<file path="src/rtl/shift_register.sv">
// Loadable serial-in / parallel-out / serial-out shift register; each edge loads or shifts left.
// Define SHIFT_REGISTER_GENERATE_EN to build the register as a per-bit generate chain.
module shift_register #(
    parameter int WIDTH = 8
) (
    input  logic             i_clk,
    input  logic             i_rstn,
    input  logic             i_load,
    input  logic             i_ser_in,
    input  logic [WIDTH-1:0] i_par_in,
    output logic [WIDTH-1:0] o_par_out,
    output logic             o_ser_out
);

    logic [WIDTH-1:0] sr_q;

`ifdef SHIFT_REGISTER_GENERATE_EN
    for (genvar k = 0; k < WIDTH; k++) begin : g_bit
        logic shift_src;
        logic bit_d;
        logic bit_q;

        // Bit 0 takes the serial input; every other bit takes its lower neighbour.
        if (k == 0) begin : g_lsb
            assign shift_src = i_ser_in;
        end else begin : g_upper
            assign shift_src = sr_q[k-1];
        end

        always_comb begin
            bit_d = i_load ? i_par_in[k] : shift_src;
        end

        always_ff @(posedge i_clk or negedge i_rstn) begin
            if (!i_rstn) begin
                bit_q <= 1'b0;
            end else begin
                bit_q <= bit_d;
            end
        end

        assign sr_q[k] = bit_q;
    end
`else
    logic [WIDTH-1:0] sr_d;

    always_comb begin
        sr_d = i_load ? i_par_in : {sr_q[WIDTH-2:0], i_ser_in};
    end

    always_ff @(posedge i_clk or negedge i_rstn) begin
        if (!i_rstn) begin
            sr_q <= '0;
        end else begin
            sr_q <= sr_d;
        end
    end
`endif

    assign o_par_out = sr_q;
    assign o_ser_out = sr_q[WIDTH-1];

endmodule

</file>
<file path="config.mk">
export PLATFORM = sky130hd
export DESIGN_NAME = shift_register
export DESIGN_NICKNAME = d
export VERILOG_FILES = /design/src/rtl/shift_register.sv
export SDC_FILE = /design/constraint.sdc
export NUM_CORES = 1
export LEC_CHECK = 0
export ABC_CLOCK_PERIOD_IN_PS = 800
export CAP_MARGIN = 5
export CORE_AREA = 2 2 39 41
export CTS_CLUSTER_SIZE = 14
export DETAILED_ROUTE_END_ITERATION = 7
export DIE_AREA = 0 0 41 43
export PLACE_DENSITY = 0.71
export SETUP_SLACK_MARGIN = 0.2
export SLEW_MARGIN = 25
export SYNTH_ARGS = -nofsm -noshare
export SYNTH_HDL_FRONTEND = slang
export SYNTH_SLANG_ARGS = --single-unit
</file>
<file path="constraint.sdc">
create_clock -name i_clk -period 0.8 [get_ports i_clk]
set_input_delay 0.12 -clock i_clk [delete_from_list [all_inputs] [get_ports i_clk]]
set_output_delay 0.12 -clock i_clk [all_outputs]
set_load 0.05 [all_outputs]
</file>
; ---- Yosys cells after proc, flatten, opt, wreduce, memory -nomap -nowiden
; Index checks and enable logic that the tools add are counted.
[op_classes]
mux = 1
[ops]
columns = operator, n
row1 = 8-bit two-way mux, 1
[word_totals]
regBits = 8
input_bits = 12

; ---- Longest topological paths before layout
[logic_depth]
ltp_word = 1
ltp_mapped = 2

; ---- Worst setup path after synthesis
; OpenSTA, ideal clock, no wires.
[synth_timing]
kind = reg2out
startpoint = register sr_q[7], in the netlist o_par_out[7]
endpoint = output port o_par_out[7]
arrival_time_ns = 0.886
t_required_ns = 0.680
slack_ns = -0.206
path_stages_with_launch = 2
n_path_buf = 1
path_cell_list = dfrtp_1 -> buf_4
[synth_lines]
columns = element, line
row1 = "start, declared", 15  ; logic [WIDTH-1:0] sr_q;
row2 = "start signal, assigned", 55  ; sr_q <= sr_d;
row3 = "end, declared", 11  ; output logic [WIDTH-1:0] o_par_out,
; No word-level cell between the ends.

; ---- Worst setup path in the final report
[layout_timing]
startpoint = register sr_q[7], in the netlist o_par_out[7]
endpoint = output port o_par_out[7]
; No word-level cell between the ends.

==> metrics.csv <==
stage,metric,value,unit
outcome,status,finished with violations,
outcome,failing checks,negative setup slack,
setup_path,crit-path cells,buf_12,
synthesis,Mapped Area,339,um^2
sta,final hold vios,0,
sta,max-slew violations,0,
synthesis,library cells used by synthesis,4,
setup_path,highest cell delay on the worst timing path,440,ps
setup_path,crit path launch,o_par_out[7]$_DFF_PN0_,
sta,highest clock rate,1.04,GHz
synthesis,Synth area leaders,"dfrtp_1 (59%), mux2_4 (35%), buf_6 (3.3%), buf_4 (2.2%)",
power,Sw Share,30.1,%
hold_path,Hold WC Path Type,in2async,
sta,Final setup viols,15,
power,power share of the clock group,23.0,%
setup_path,r2r setup slk,-110,ps
synthesis,list of most frequent post-synthesis cells,"dfrtp_1 (8), mux2_4 (8), buf_4 (1), buf_6 (1)",
power,NetSw,0.394,mW
setup_path,CP max stage cell,dfrtp_2,
detailed_routing,DRT Pass-1 Iters,2,
power,PwrDens,1870,nW/um^2
finish,Fill cells,118,
synthesis,ys flop type,dfrtp_1,
floorplanning,Die Footprint,1760,um^2
setup_path,Crit Path Max Fanout,2,
finish,Largest register FFs,8,
synthesis,"flops & latches, synth",8,
global_route,vias in the first global route,302,
detailed_routing,DRC,0,
finish,Nets,56,
finish,layout cell share with drive strength beyond 1,76.2,%
finish,multi-input logic area,120,um^2
power,Pint,0.913,mW
synthesis,sequential area share after synthesis,59.0,%
clocking,Worst-Skew Late Latency,250,ps
setup_path,crit-path leading delay family,flip-flops,
placement,GP Congestion,0.610,
placement,PortBufs,20,
sta,unrepaired setup endpoints after global routing,yes,
power,Seq pwr share,38.2,%
power,Comb power frac,38.8,%
sta,final worst slack,-164,ps
placement,post-detail-place hpwl,652,um
finish,Antenna Cells,0,
setup_path,kind of critical path,reg2out,
global_route,grt total ovfl,0,
synthesis,"Async S/R FF share, synth",100,%
synthesis,syn avg cell area,18.8,um^2
clocking,CTS root buf,clkbuf_4,
setup_path,reg2reg end,o_par_out[4]$_DFF_PN0_,
sta,Tmin final,964,ps
clocking,Sink Count,8,
synthesis,cells after synthesis,18,
floorplanning,Die Y,43,um
floorplanning,Initial Utilization,24.5,%
sta,max_slew headroom,76.4,%
setup_path,WP buf/inv,1,
sta,hold_ws,143,ps
synthesis,Yosys top cell by area,dfrtp_1,
sta,Worst Skew,5.43,ps
setup_path,r2r worst-path depth,2,
finish,P&R area growth vs syn,106,%
placement,setup slack at placement,-412,ps
setup_path,Crit. End Element,output port,
run,Max-cap violations,0,
clocking,clk slew on worst S/H paths,50,ps
power,Worst VDD drop,0.889,mV
power,leak pwr,0.317,nW
detailed_routing,Via density,4.16,
sta,Final period util,120,%
clocking,CTS tree,done,
synthesis,number of synthesis warnings,0,
setup_path,worst setup path endpoint,o_par_out[7],
detailed_routing,DR iter-0 viols,1,
detailed_routing,final antenna-violating net count,0,
clocking,Max clock buf depth,2,
synthesis,Post-synth EDFFs,0,
detailed_routing,final WL,798,um
global_route,global-route wire length before repair,1.32,mm
finish,register area,210,um^2
floorplanning,row count,14,
global_route,initial antenna violation count,0,
floorplanning,core area,1380,um^2
detailed_routing,WL/cell,13.8,um
sta,Worst Tran Pin Value,353,ps
setup_path,r2r startpoint,o_par_out[3]$_DFF_PN0_,
detailed_routing,via count,241,
setup_path,crit start category,flip-flop,
clocking,number of buffers created by CTS,3,
synthesis,net count after synthesis,30,
global_route,Global Route Usage Sum,11.9,%
floorplanning,Boundary Pins,21,
power,PnR Total Power,1.31,mW
floorplanning,Die W,41,um
global_route,pin count of the biggest net entering global routing,9,
synthesis,share of the synthesized area in the top cell type,59.0,%
setup_path,Worst path depth,1,
clocking,H-tree Lvls,1,
setup_path,Required @ worst endpoint,680,ps
setup_path,Critical Path AT,840,ps
-- per-layer routing --
layer | GRT usage, % | vias up | share of wire (%)
met5 | 0 | - | 0
met4 | 6.00 | 0 | 0
met3 | 6.28 | 0 | 14
met2 | 18.4 | 21 | 50
met1 | 12.3 | 111 | 37
li1 | - | 109 | -
-- placed cells by master (no fill, tap or decap) --
cell type        instances
buf_12                  10
buf_2                    1
buf_6                    2
clkbuf_4                 3
clkdlybuf4s50_1          8
dfrtp_2                  8
dlygate4sd2_1            2
mux2_4                   8
-- kinds of logic after synthesis --
logic type | count (synthesis) | share of synthesized area, %
buffers and inverters | 2 | 5.54
muxes | 8 | 35.4
DFF | 8 | 59.0
-- metrics by stage --
step	area [um^2]	instances	TNS, ps	util, %
final	698	58	-1600	50.5
after global routing	698	58	-2000	50.5
after CTS	687	57	-1670	49.6
after detailed placement	661	53	-3230	47.7
after global placement	661	53	-3070	47.7
after floorplan	358	18	-830	-
-- power by group through the flow --
| stage | Combinational [mW] | Clock (mW) | Sequential, mW |
|---|---|---|---|
| finish | 0.507 | 0.300 | 0.500 |
| global placement | 0.490 | 0 | 0.505 |
| CTS | 0.503 | 0.324 | 0.500 |
| detailed placement | 0.497 | 0 | 0.506 |
| global route | 0.531 | 0.351 | 0.503 |
| floorplan | 0.108 | 0 | 0.617 |
-- layout make-up --
cell class,instances,area share (%)
repair buffers,23,46.6
flip-flops and latches,8,30.1
multi-input cells,8,17.2
clock buffers,3,3.23
well taps,16,2.87
-- worst min-delay path by stage --
stage | start | endpoint | slack (ps) | cells past startpoint
after detailed placement | i_rstn | o_par_out[7]$_DFF_PN0_ | 420 | 1
after global placement | i_rstn | o_par_out[5]$_DFF_PN0_ | 400 | 1
after global routing | i_rstn | o_par_out[7]$_DFF_PN0_ | 160 | 1
after floorplan | i_rstn | o_par_out[0]$_DFF_PN0_ | -180 | 0
final | i_rstn | o_par_out[7]$_DFF_PN0_ | 140 | 1
after CTS | i_rstn | o_par_out[7]$_DFF_PN0_ | 140 | 1
-- timing repair --
item                       CTS  global route
hold buffers                 0             0
setup buffers                1             1
setup endpoints to repair   17            16
resized for setup            7             1
(Power assumes the default switching activity.)
